### src/rtl/kmeans_pkg.sv
// Shared types and constants for the k_means frame sequencer.
// Default seeds spread the centroid slots evenly across the frame at mid-height.
package kmeans_pkg;

  localparam int unsigned NUM_SLOTS  = 8;
  localparam int unsigned XW         = 11;
  localparam int unsigned YW         = 10;
  localparam int unsigned NBW        = 3;
  localparam int unsigned WIDTH      = 320;
  localparam int unsigned HEIGHT     = 180;
  localparam int unsigned CX_W       = NUM_SLOTS * XW;
  localparam int unsigned CY_W       = NUM_SLOTS * YW;
  localparam int unsigned SLOT_PITCH = WIDTH / NUM_SLOTS;

  typedef enum logic [2:0] {
    IDLE,
    RESET,
    STREAM,
    WAIT,
    PUBLISH
  } state_t;

  // Slot i sits at the centre of the i-th vertical strip: 20 + 40*i.
  function automatic logic [CX_W-1:0] def_seed_x();
    logic [CX_W-1:0] v;
    v = '0;
    for (int unsigned i = 0; i < NUM_SLOTS; i++) begin
      v[i*XW +: XW] = XW'(SLOT_PITCH * i + SLOT_PITCH / 2);
    end
    return v;
  endfunction

  function automatic logic [CY_W-1:0] def_seed_y();
    logic [CY_W-1:0] v;
    v = '0;
    for (int unsigned i = 0; i < NUM_SLOTS; i++) begin
      v[i*YW +: YW] = YW'(HEIGHT / 2);
    end
    return v;
  endfunction

  localparam logic [CX_W-1:0] DEF_X = def_seed_x();
  localparam logic [CY_W-1:0] DEF_Y = def_seed_y();

endpackage

### src/rtl/kmeans_watchdog.sv
// Loadable down-counter; done pulses for one cycle after the count reaches zero while enabled.
module kmeans_watchdog #(
  parameter int unsigned CNT_W = 21
) (
  input  logic             clk,
  input  logic             rst_n,
  input  logic             load,
  input  logic [CNT_W-1:0] load_val,
  input  logic             en,
  output logic             done
);

  logic [CNT_W-1:0] count;

  always_ff @(posedge clk or negedge rst_n) begin
    if (!rst_n) begin
      count <= '0;
      done  <= 1'b0;
    end else if (load) begin
      count <= load_val;
      done  <= 1'b0;
    end else begin
      done <= en && (count == CNT_W'(1));
      if (en && (count != '0)) begin
        count <= count - CNT_W'(1);
      end
    end
  end

endmodule

### src/rtl/kmeans_sequencer.sv
// Per-frame controller for k_means: reset/seed, pixel gating, convergence watchdog
// and valid/ready publication of the centroid set, with warm-start seeding.
module kmeans_sequencer
  import kmeans_pkg::*;
#(
  parameter int unsigned MAX_BALLS      = NUM_SLOTS,
  parameter int unsigned TIMEOUT_CYCLES = 2000000,
  parameter int unsigned RST_HOLD       = 2
) (
  input  logic                    clk_in,
  input  logic                    rst_n_in,
  input  logic                    frame_start_in,
  input  logic                    pix_valid_in,
  input  logic [XW-1:0]           pix_x_in,
  input  logic [YW-1:0]           pix_y_in,
  input  logic [NBW-1:0]          num_balls_in,
  output logic                    km_rst_out,
  output logic                    km_data_valid_out,
  output logic [XW-1:0]           km_x_out,
  output logic [YW-1:0]           km_y_out,
  output logic                    km_new_frame_out,
  output logic [NBW-1:0]          km_num_balls_out,
  output logic [MAX_BALLS*XW-1:0] km_seed_x_out,
  output logic [MAX_BALLS*YW-1:0] km_seed_y_out,
  input  logic                    km_done_in,
  input  logic [MAX_BALLS*XW-1:0] km_cx_in,
  input  logic [MAX_BALLS*YW-1:0] km_cy_in,
  output logic                    res_valid_out,
  input  logic                    res_ready_in,
  output logic [MAX_BALLS*XW-1:0] res_x_out,
  output logic [MAX_BALLS*YW-1:0] res_y_out,
  output logic                    timeout_err_out,
  output logic [15:0]             frames_dropped_out
);

  localparam int unsigned SX_W   = MAX_BALLS * XW;
  localparam int unsigned SY_W   = MAX_BALLS * YW;
  localparam int unsigned WD_W   = $clog2(TIMEOUT_CYCLES + 1);
  localparam int unsigned HOLD_W = $clog2(RST_HOLD + 1);

  state_t            state;
  logic              armed;
  logic              warm_valid;
  logic [HOLD_W-1:0] hold_cnt;
  logic [SX_W-1:0]   warm_x;
  logic [SY_W-1:0]   warm_y;
  logic              warm_hit;
  logic [15:0]       dropped_inc;
  logic              wd_load;
  logic              wd_en;
  logic              wd_done;

  // Warm start only when the previous frame converged with the same ball count.
  assign warm_hit    = warm_valid && (num_balls_in == km_num_balls_out);
  assign dropped_inc = (frames_dropped_out == 16'hFFFF) ? frames_dropped_out
                                                        : frames_dropped_out + 16'd1;
  assign wd_load     = (state == STREAM) && frame_start_in;
  assign wd_en       = (state == WAIT);

  kmeans_watchdog #(
    .CNT_W (WD_W)
  ) u_watchdog (
    .clk      (clk_in),
    .rst_n    (rst_n_in),
    .load     (wd_load),
    .load_val (WD_W'(TIMEOUT_CYCLES - 1)),
    .en       (wd_en),
    .done     (wd_done)
  );

  always_ff @(posedge clk_in or negedge rst_n_in) begin
    if (!rst_n_in) begin
      state              <= IDLE;
      armed              <= 1'b0;
      warm_valid         <= 1'b0;
      hold_cnt           <= '0;
      warm_x             <= SX_W'(DEF_X);
      warm_y             <= SY_W'(DEF_Y);
      km_rst_out         <= 1'b1;
      km_data_valid_out  <= 1'b0;
      km_x_out           <= '0;
      km_y_out           <= '0;
      km_new_frame_out   <= 1'b0;
      km_num_balls_out   <= '0;
      km_seed_x_out      <= SX_W'(DEF_X);
      km_seed_y_out      <= SY_W'(DEF_Y);
      res_valid_out      <= 1'b0;
      res_x_out          <= SX_W'(DEF_X);
      res_y_out          <= SY_W'(DEF_Y);
      timeout_err_out    <= 1'b0;
      frames_dropped_out <= '0;
    end else begin
      armed             <= 1'b1;
      km_new_frame_out  <= 1'b0;
      km_data_valid_out <= 1'b0;

      case (state)
        IDLE: begin
          km_rst_out <= 1'b1;
          // armed blocks a frame pulse coinciding with reset release
          if (frame_start_in && armed) begin
            km_num_balls_out <= num_balls_in;
            km_seed_x_out    <= warm_hit ? warm_x : SX_W'(DEF_X);
            km_seed_y_out    <= warm_hit ? warm_y : SY_W'(DEF_Y);
            hold_cnt         <= HOLD_W'(RST_HOLD);
            state            <= RESET;
          end
        end

        RESET: begin
          if (hold_cnt <= HOLD_W'(1)) begin
            km_rst_out <= 1'b0;
            state      <= STREAM;
          end else begin
            hold_cnt <= hold_cnt - HOLD_W'(1);
          end
        end

        STREAM: begin
          km_x_out <= pix_x_in;
          km_y_out <= pix_y_in;
          if (frame_start_in) begin
            km_new_frame_out <= 1'b1;
            state            <= WAIT;
          end else begin
            km_data_valid_out <= pix_valid_in;
          end
        end

        WAIT: begin
          if (frame_start_in) begin
            frames_dropped_out <= dropped_inc;
          end
          // convergence takes priority over a coincident watchdog expiry
          if (km_done_in) begin
            res_x_out     <= km_cx_in;
            res_y_out     <= km_cy_in;
            warm_x        <= km_cx_in;
            warm_y        <= km_cy_in;
            warm_valid    <= 1'b1;
            res_valid_out <= 1'b1;
            state         <= PUBLISH;
          end else if (wd_done) begin
            timeout_err_out <= 1'b1;
            warm_valid      <= 1'b0;
            km_rst_out      <= 1'b1;
            state           <= IDLE;
          end
        end

        PUBLISH: begin
          if (res_ready_in) begin
            res_valid_out <= 1'b0;
            km_rst_out    <= 1'b1;
            if (frame_start_in) begin
              km_num_balls_out <= num_balls_in;
              km_seed_x_out    <= warm_hit ? warm_x : SX_W'(DEF_X);
              km_seed_y_out    <= warm_hit ? warm_y : SY_W'(DEF_Y);
              hold_cnt         <= HOLD_W'(RST_HOLD);
              state            <= RESET;
            end else begin
              state <= IDLE;
            end
          end else if (frame_start_in) begin
            frames_dropped_out <= dropped_inc;
          end
        end

        default: begin
          km_rst_out <= 1'b1;
          state      <= IDLE;
        end
      endcase
    end
  end

endmodule

### config.mk
export PLATFORM = sky130hd
export DESIGN_NAME = kmeans_sequencer
export DESIGN_NICKNAME = d
export VERILOG_FILES = /design/src/rtl/kmeans_pkg.sv /design/src/rtl/kmeans_watchdog.sv /design/src/rtl/kmeans_sequencer.sv
export SDC_FILE = /design/constraint.sdc
export NUM_CORES = 1
export LEC_CHECK = 0
export BUFFER_PORTS_ARGS = -buffer_cell sky130_fd_sc_hd__clkbuf_2
export CAP_MARGIN = 5
export CORE_AREA = 5 5 224 226
export DETAILED_ROUTE_END_ITERATION = 12
export DIE_AREA = 0 0 229 231
export SKIP_CTS_REPAIR_TIMING = 1
export SYNTH_ARGS = -nofsm -noshare
export SYNTH_HDL_FRONTEND = slang
export SYNTH_SLANG_ARGS = --single-unit
### constraint.sdc
create_clock -name clk_in -period 5.66 [get_ports clk_in]
set_input_delay 0.566 -clock clk_in [delete_from_list [all_inputs] [get_ports clk_in]]
set_output_delay 0.566 -clock clk_in [all_outputs]
set_load 0.005 [all_outputs]
# Yosys cells after proc, flatten, opt, wreduce, memory -nomap -nowiden
# Cells that the tools add are included.
# W data, S select, Z words.
[word_totals] register_bits=410 latch_bits=0 ram_bits=0 mem_bits_ro=0 inputBits=198 out_inout_bits=381 n_memories=0
[classes] addsub=3 mul=0 div_mod_pow=0 order_cmp=1 n_eq_ne=18 n_shift=0 mux=48 n_bitwise=2 n_reduce_logical=21
[op_table] cell="$mux W88" count=4
[op_table] cell="$mux W80" count=4
[op_table] cell="$pmux W88 S2" count=1
[op_table] cell="$pmux W80 S2" count=1
[op_table] cell="$mux W16" count=3
[op_table] cell="$mux W21" count=2
[op_table] cell="$pmux W16 S2" count=1
[op_table] cell="$mux W3" count=9
[op_table] cell="$eq A21 B1 Y1 const B" count=1
[op_table] cell="$reduce_bool A21 Y1" count=1
[op_table] cell="$sub A21 B1 Y21 const B" count=1
[op_table] cell="$ne A2 B2 Y1 const B" count=10
[op_table] cell="$add A16 B1 Y16 const B" count=1
[op_table] cell="$eq A16 B16 Y1 const B" count=1
[op_table] cell="$pmux W3 S5" count=1
[op_table] cell="$reduce_and A5 Y1" count=3
[op_table] cell="$mux W1" count=14
[op_table] cell="$mux W2" count=4
[op_table] cell="$reduce_bool A2 Y1" count=4
[op_table] cell="$eq A3 B2 Y1 const B" count=2
[op_table] cell="$pmux W2 S3" count=1
[op_table] cell="$pmux W3 S2" count=1
[op_table] cell="$reduce_and A2 Y1" count=3
[op_table] cell="$reduce_and A3 Y1" count=2
[op_table] cell="13 further kinds" count=18

# Depth between registers and ports, before layout
# Gate-level depths: netlist of the first run.
[logic_depth] ltp_word=6 mapped_depth=8 ltp_nobuf=7

# Cells and area by module
# A second synthesis of the first run with hierarchy kept.
[hier_totals] cells_unflattened=1082 hier_area_um2=16089.2
[by_module_without_submodules] mod="kmeans_sequencer" n_inst=1 cells_per_inst=932 area_each_um2=14682.8
[by_module_without_submodules] mod="kmeans_watchdog" n_inst=1 cells_per_inst=150 area_each_um2=1406.3

# Worst setup path before layout of the first run
# Ideal clock, no wire load.
[synth_path] path_type="input -> register" from="input port res_ready_in" to="register frames_dropped_out[1]" arrival_time_ns=1.955 t_required_ns=5.535 path_slack_ns=3.580 stages=5 path_buffers=1 path_cell_list="or4b_4 a21oi_1 a21boi_0 buf_2 mux2_2"
[synth_via] elab_chain_cells=2
[synth_lines] element="start: declaration" line="kmeans_sequencer.sv:29" rtl="input logic res_ready_in,"
[synth_lines] element="$ne A2 B2 Y1 (no source line)"
[synth_lines] element="$reduce_and A2 Y1 (no source line)"
[synth_lines] element="end signal: assignment" line="kmeans_sequencer.sv:132" rtl="frames_dropped_out <= dropped_inc;"
[synth_lines] element="end signal: assignment" line="kmeans_sequencer.sv:165" rtl="frames_dropped_out <= dropped_inc;"
[synth_lines] element="end: declaration" line="kmeans_sequencer.sv:33" rtl="output logic [15:0] frames_dropped_out"
# No other way between the ends.
# A chain may end at the register's enable or synchronous reset.

# Final worst setup path of the first run
[layout_path] from="register state[0]" to="register km_seed_y_out[68]"
[layout_via] elab_chain_cells=3 elab_cells_between_ends=8
[layout_lines] element="start: declaration" line="kmeans_sequencer.sv:41" rtl="state_t state;"
[layout_lines] element="start signal: assignment" line="kmeans_sequencer.sv:73" rtl="state <= IDLE;"
[layout_lines] element="start signal: assignment" line="kmeans_sequencer.sv:106" rtl="state <= RESET;"
[layout_lines] element="start signal: assignment" line="kmeans_sequencer.sv:113" rtl="state <= STREAM;"
[layout_lines] element="$eq A3 B3 Y1 / $logic_not A3 Y1 (equally long branches)" line="kmeans_sequencer.sv:97" rtl="case (state)"
[layout_lines] element="$ne A2 B2 Y1 (no source line) / $reduce_bool A2 Y1 (equally long branches)"
[layout_lines] element="$reduce_and A4 Y1 (no source line)"
[layout_lines] element="end signal: assignment" line="kmeans_sequencer.sv:86" rtl="km_seed_y_out <= SY_W'(DEF_Y);"
[layout_lines] element="end signal: assignment" line="kmeans_sequencer.sv:104" rtl="km_seed_y_out <= warm_hit ? warm_y : SY_W'(DEF_Y);"
[layout_lines] element="end signal: assignment" line="kmeans_sequencer.sv:158" rtl="km_seed_y_out <= warm_hit ? warm_y : SY_W'(DEF_Y);"
[layout_lines] element="end: declaration" line="kmeans_sequencer.sv:24" rtl="output logic [MAX_BALLS*YW-1:0] km_seed_y_out,"
# Parallel ways exist; a longest one is shown, timed or not.

==> results of run 1 <==
## metal layers
| metal | GRT usage | vias up | wire (um) |
|---|---|---|---|
| li1 | - | 4995 | - |
| met1 | 0.2095 | 5544 | 18790 |
| met2 | 0.2720 | 424 | 21800 |
| met3 | 0.05977 | 68 | 3847 |
| met4 | 0.04322 | 2 | 992 |
| met5 | 0 | - | 12 |
## cells in the mapped netlist, types with 9 or more instances
cell type and n:
buf_2 18, o22a_1 59, xor2_1 13, mux2_2 191, nor2_1 18, clkbuf_1 43, xnor2_1 14, dfstp_2 119
nand2_1 43, dfrtp_1 291, o21ai_0 9, nor3_1 10, a22o_1 109, nand3_1 14
## layout make-up
cell class | count | share of cell area
clock buffer | 74 | 0.06578
timing repair buffer | 589 | 0.1465
tap | 622 | 0.03775
inverter | 7 | 0.001274
multi-input combinational | 568 | 0.2399
clock inverter | 9 | 0.003945
sequential | 410 | 0.5049
## metrics by stage
stage,worst slack (ns),area [um2],util
after CTS,2.808,20610,0.4282
after global placement,2.833,19170,0.3983
after detailed placement,2.741,19170,0.3983
after floorplan,3.580,15620,-
final,2.780,20620,0.4283
after global routing,2.591,20620,0.4283
## power breakdown
part	switching, mW	leakage [nW]	total [mW]	internal [mW]
sequential	0.894	4.93	5.35	4.46
clock	1.16	0.700	2.84	1.68
combinational	1.55	4.24	3.44	1.90
total	3.60	9.87	11.6	8.03
## placed cells by master (no fill, tap or decap), types with 3 or more instances in the layout
cell	Yosys	final
clkbuf_2	0	578
dfrtp_1	291	291
mux2_2	191	191
dfstp_2	119	119
a22o_1	109	109
o22a_1	59	59
clkbuf_16	0	46
nand2_1	43	42
nor2_1	18	18
clkbuf_1	43	18
xnor2_1	14	14
xor2_1	13	13
nand3_1	14	13
nor3_1	10	10
clkbuf_8	0	10
o21ai_0	9	9
nor4_1	8	8
o211ai_1	8	8
nand4_1	7	7
inv_1	7	7
buf_4	0	7
nand2b_1	6	6
or4_1	5	5
or3_1	5	5
ha_1	5	5
nor3b_1	5	4
a21oi_1	4	4
clkinv_2	0	4
o31ai_1	3	3
o311ai_0	3	3
mux2i_1	3	3
buf_12	0	3
## kinds of logic after synthesis
kind of cell             synth area share
buffers and inverters             0.01922
XOR/XNOR                          0.01514
AND/OR/NAND/NOR                   0.04533
other                           0.0002400
multiplexers                       0.1396
flip-flops                         0.6663
adder cells (fa/ha/maj)          0.004004
AO/OA/AOI/OAI                      0.1102
## state kept, by name, indices dropped and copies added (netlist names)
name	count
km_seed_x_out	88
warm_x	88
km_seed_y_out	80
warm_y	80
u_watchdog.count	21
frames_dropped_out	16
km_x_out	11
km_y_out	10
km_num_balls_out	3
state	3
hold_cnt	2
armed	1
km_data_valid_out	1
km_new_frame_out	1
km_rst_out	1
res_valid_out	1
timeout_err_out	1
u_watchdog.done	1
warm_valid	1
## worst min path at each step
stage / cells past startpoint / startpoint / end
floorplan: 0 / rst_n_in / armed$_DFF_PN0_
global placement: 1 / timeout_err_out$_DFFE_PN0P_ / timeout_err_out$_DFFE_PN0P_
detailed placement: 1 / timeout_err_out$_DFFE_PN0P_ / timeout_err_out$_DFFE_PN0P_
CTS: 1 / rst_n_in / km_seed_y_out[55]$_DFFE_PN0P_
global route: 1 / rst_n_in / km_x_out[8]$_DFFE_PN0P_
finish: 1 / rst_n_in / km_x_out[8]$_DFFE_PN0P_
==> impl_metrics.py, run 1 <==
metrics = {
    "worst_setup_path": {
        "cp_top_family": "simple AND/OR/NAND/NOR gates",
        "r2r-start": "state[0]$_DFFE_PN0P_",
        "r2r_cells": 5,
        "path_buf_inv": 1,
        "cp_max_fo": 74,
        "path_cells": "nor2_1 > and3_4 > and4_4 > buf_4 > a22o_1",
        "cp_slowest_cell": "and4_4",
        "worst-path-stages": 5,
        "crit_end": "km_seed_y_out[68]$_DFFE_PN0P_",
        "startpoint": "state[0]$_DFFE_PN0P_",
        "r2r_setup_slack_ns": 2.78,
        "crit_path_start_kind": "flop",
        "max_stage_delay_ns": 0.86,
        "cp-end-kind": "flop",
        "cp.arrival_ns": 3.37,
        "critical_path_class": "reg -> reg",
        "crit_required_ns": 6.15,
        "rr_endpoint": "km_seed_y_out[68]$_DFFE_PN0P_",
    },
    "die": {
        "die-area_um2": 52900,
        "die_x_um": 229,
        "initial_core_util": 0.3245,
        "io_pins": 579,
        "coreArea_um2": 48140,
        "num_rows": 81,
        "die_y_um": 231,
    },
    "timing": {
        "hold_ws_ns": 0.009455,
        "finalMaxSlewViolations": 0,
        "tightest_slew_ns": 1.058,
        "slew_headroom": 0.2946,
        "max_freq_ghz": 0.3473,
        "finalCritPeriodShare": 0.5088,
        "setup_viol": 0,
        "setup_tns_ns": 0,
        "fin_skew_ns": 0.01910,
        "min_period_ns": 2.880,
        "grt_setup_unrepaired": "false",
        "hold_viol": 0,
    },
    "clock_tree": {
        "clock-sinks": 410,
        "cts_made_buffers": 45,
        "cts_tree": "built",
        "clk_pin_slew_worst_paths_ns": 0.06,
        "clkLatencyLatePin_ns": 0.56,
        "root_buffer": "clkbuf_16",
        "clock_tree.buffer_depth": 3,
        "htree_levels": 2,
    },
    "pwr": {
        "irDropWorstVdd_uv": 313.0,
        "p_leak_nw": 9.874,
        "powerDensity_nw_per_um2": 564.3,
        "total_power_mw": 11.63,
    },
    "route": {
        "post_drt_wl_per_cell_um": 19.94,
        "drt_iter0_markers": 563,
        "vias_per_cell": 4.841,
        "wl_um": 45450,
        "ant_nets": 0,
        "drc": 0,
        "first_pass_iters": 4,
        "dr_total_vias": 11030,
    },
    "grt": {
        "grt_pass1_wl_um": 70410,
        "grt-ovfl-total": 0,
        "grt_max_degree": 147,
        "antenna_found_initial": 1,
        "grtUsageTotal": 0.1657,
        "grt_pass1_vias": 11580,
    },
    "synth": {
        "ys_async_sr_fraction": 1.000,
        "syn_area_um2": 15620,
        "yosys-top-cells-area": "dfrtp_1 (47%), dfstp_2 (20%), mux2_2 (14%)",
        "synth-edff-count": 0,
        "syn_area_per_cell_um2": 14.88,
        "yosysTopAreaCellShare": 0.4661,
        "syn-num-nets": 1253,
        "synth_warnings": 0,
        "synthCells": 1050,
        "synth_ff_type": "dfrtp_1",
        "synth_seq_area_share": 0.6663,
        "ys_ff_latch": 410,
        "synth_cell_types": 47,
        "yosysTopAreaCell": "dfrtp_1",
    },
    "layout": {
        "nNetsFinal": 1824,
        "seq_area_um2": 10410,
        "area_growth_pct": 31.97,
        "multiInputGateArea_um2": 4946,
        "diodes": 0,
        "layout.cells.non_filler": 2279,
        "drive_gt1_frac": 0.5866,
        "fillers": 4515,
    },
    "status": {
        "outcome": "complete, no violations",
    },
    "placement": {
        "dp.cells": 2195,
        "portBuffers": 578,
        "hpwlAfterDp_um": 32160,
        "gp_congestion": 0.7977,
    },
    "job": {
        "cap_violations": 0,
    },
    "worst_hold_path": {
        "worst_hold_path_type": "in -> async",
    },
}
Power figures use the tool's default switching activity.
==> run 2: changes to the inputs <==
Settings changed: CORE_AREA 5 5 224 226 to 5 5 223 225, DIE_AREA 0 0 229 231 to 0 0 228 230.
Clock period 5.66 ns to 2.6 ns, I/O delays scaled along.
==> impl_metrics.py, run 2 (synthesis gave the netlist of run 1 again) <==
metrics = {
    "timing": {
        "setup_tns_ns": 0,
        "grt_setup_unrepaired": "false",
        "finalCritPeriodShare": 0.8478,
        "tightest_slew_ns": 0.6672,
        "setup_viol": 0,
        "fin_skew_ns": 0.01679,
        "slew_headroom": 0.5552,
        "min_period_ns": 2.204,
        "hold_ws_ns": -0.002858,
        "finalMaxSlewViolations": 0,
        "hold_viol": 1,
        "max_freq_ghz": 0.4537,
    },
    "clock_tree": {
        "htree_levels": 2,
        "clock_tree.buffer_depth": 3,
        "clkLatencyLatePin_ns": 0.58,
        "cts_tree": "built",
        "clk_pin_slew_worst_paths_ns": 0.06,
        "root_buffer": "clkbuf_16",
        "clock-sinks": 410,
        "cts_made_buffers": 46,
    },
    "layout": {
        "final_common_cell": "clkbuf_2",
        "final_cell_mix": "clkbuf_2 (577), dfrtp_1 (291), dlygate4sd3_1 (195), mux2_2 (191), dfstp_2 (119)",
        "reg_top3": "km_seed_x_out (88), warm_x (88)",
        "diodes": 0,
        "design_area_um2": 23070,
        "nNetsFinal": 2047,
        "area_growth_pct": 47.66,
        "fillers": 4022,
        "drive_gt1_frac": 0.5404,
    },
    "status": {
        "outcome": "complete, but fails checks",
        "violations": "hold timing",
    },
    "worst_setup_path": {
        "cp.arrival_ns": 2.61,
        "crit_required_ns": 3.00,
        "max_stage_delay_ns": 0.41,
        "path_cells": "inv_1 > ha_1 > nor3b_1 > nand4_1 > o21ai_0 > buf_4 > or4_1 > nand3_1",
        "cp_top_family": "simple AND/OR/NAND/NOR gates",
        "cp_slowest_cell": "dfrtp_1",
        "cp_max_fo": 11,
        "path_buf_inv": 2,
        "cp-end-kind": "flop",
        "critical_path_class": "reg -> reg",
        "crit_path_start_kind": "flop",
    },
    "route": {
        "drc": 0,
        "vias_per_cell": 4.861,
        "wl_um": 50850,
        "dr_total_vias": 12140,
        "first_pass_iters": 6,
        "drt_iter0_markers": 464,
        "ant_nets": 0,
        "post_drt_wl_per_cell_um": 20.36,
    },
    "placement": {
        "postPlaceCellArea_um2": 19470,
        "hpwlAfterDp_um": 35410,
        "portBuffers": 578,
        "gp_congestion": 0.8599,
    },
    "die": {
        "die-area_um2": 52440,
        "io_pins": 579,
        "num_rows": 80,
        "die_x_um": 228,
        "initial_core_util": 0.3300,
        "coreArea_um2": 47350,
        "die_y_um": 230,
    },
    "pwr": {
        "irDropWorstVdd_uv": 893.1,
        "powerDensity_nw_per_um2": 1159,
        "p_leak_nw": 10.98,
    },
    "job": {
        "cap_violations": 0,
    },
    "grt": {
        "grt_max_degree": 76,
        "antenna_found_initial": 0,
        "grtUsageTotal": 0.1772,
        "grt-ovfl-total": 0,
        "grt_pass1_vias": 12100,
        "grt_pass1_wl_um": 74260,
    },
    "worst_hold_path": {
        "worst_hold_path_type": "in -> reg",
    },
}
-- run 2: changes by cell type in the layout (fill, tap and decap cells not counted), sizes merged --
cell         delta
clkbuf         -14
clkinv          +8
bufinv          +6
inv             +2
dlygate4sd3   +195
buf            +28
-- run 2: stage by stage --
stage / utilization / worst slack (ns) / cells / power [mW]
6_report: 0.4872 / 0.3957 / 2497 / 26.74
5_1_grt: 0.4872 / 0.1861 / 2497 / 28.22
4_1_cts: 0.4460 / 0.3854 / 2302 / 26.75
3_5_place_dp: 0.4113 / 0.4290 / 2216 / 19.64
3_3_place_gp: 0.4113 / 0.4593 / 2216 / 19.46
2_1_floorplan: - / 0.6262 / 1050 / 14.94
-- run 2: area by class of cell --
| type | count | area (um2) | area share |
|---|---|---|---|
| Sequential cell | 410 | 10410 | 0.4512 |
| Timing Repair Buffer | 811 | 5278 | 0.2288 |
| Multi-Input combinational cell | 568 | 4942 | 0.2142 |
| Clock buffer | 61 | 1319 | 0.05717 |
| Tap cell | 615 | 769.5 | 0.03336 |
| Clock inverter | 25 | 325.3 | 0.01410 |
| Inverter | 7 | 26.28 | 0.001139 |
-- run 2: final timing paths --
check,startpoint,depth (start not counted),endpoint,slack [ns]
worst max-delay path,u_watchdog.count[0]$_DFFE_PN0P_,8,u_watchdog.count[10]$_DFFE_PN0P_,0.40
worst min-delay path,res_ready_in,4,res_valid_out$_DFFE_PN0P_,-0.003
worst max register to register,u_watchdog.count[0]$_DFFE_PN0P_,8,u_watchdog.count[10]$_DFFE_PN0P_,0.40
worst min register to register,timeout_err_out$_DFFE_PN0P_,1,timeout_err_out$_DFFE_PN0P_,0.49
max in group asynchronous,rst_n_in,3,warm_y[1]$_DFFE_PN1P_,1.46
min in group asynchronous,rst_n_in,2,km_y_out[3]$_DFFE_PN0P_,0.29
-- run 2: where the power goes --
part | internal [mW] | switching [mW] | total (mW) | leakage [nW]
Clock | 4.28 | 2.70 | 6.98 | 0.822
Combinational | 4.41 | 3.50 | 7.91 | 5.22
Sequential | 9.71 | 2.14 | 11.9 | 4.93
-- run 2: routing by layer --
metal  vias up  GRT usage  part of all wire
li1       5475          -                 -
met1      6050     0.2149              0.40
met2       520     0.2990              0.50
met3        94    0.06353             0.078
met4         0    0.05237             0.029
met5         -          0                 0
-- run 2: tightest hold or removal path, cell delays in order --
cell,delay [ns]
clkbuf_2,0.11
nand2_1,0.06
nand2_1,0.04
o21ai_0,0.06
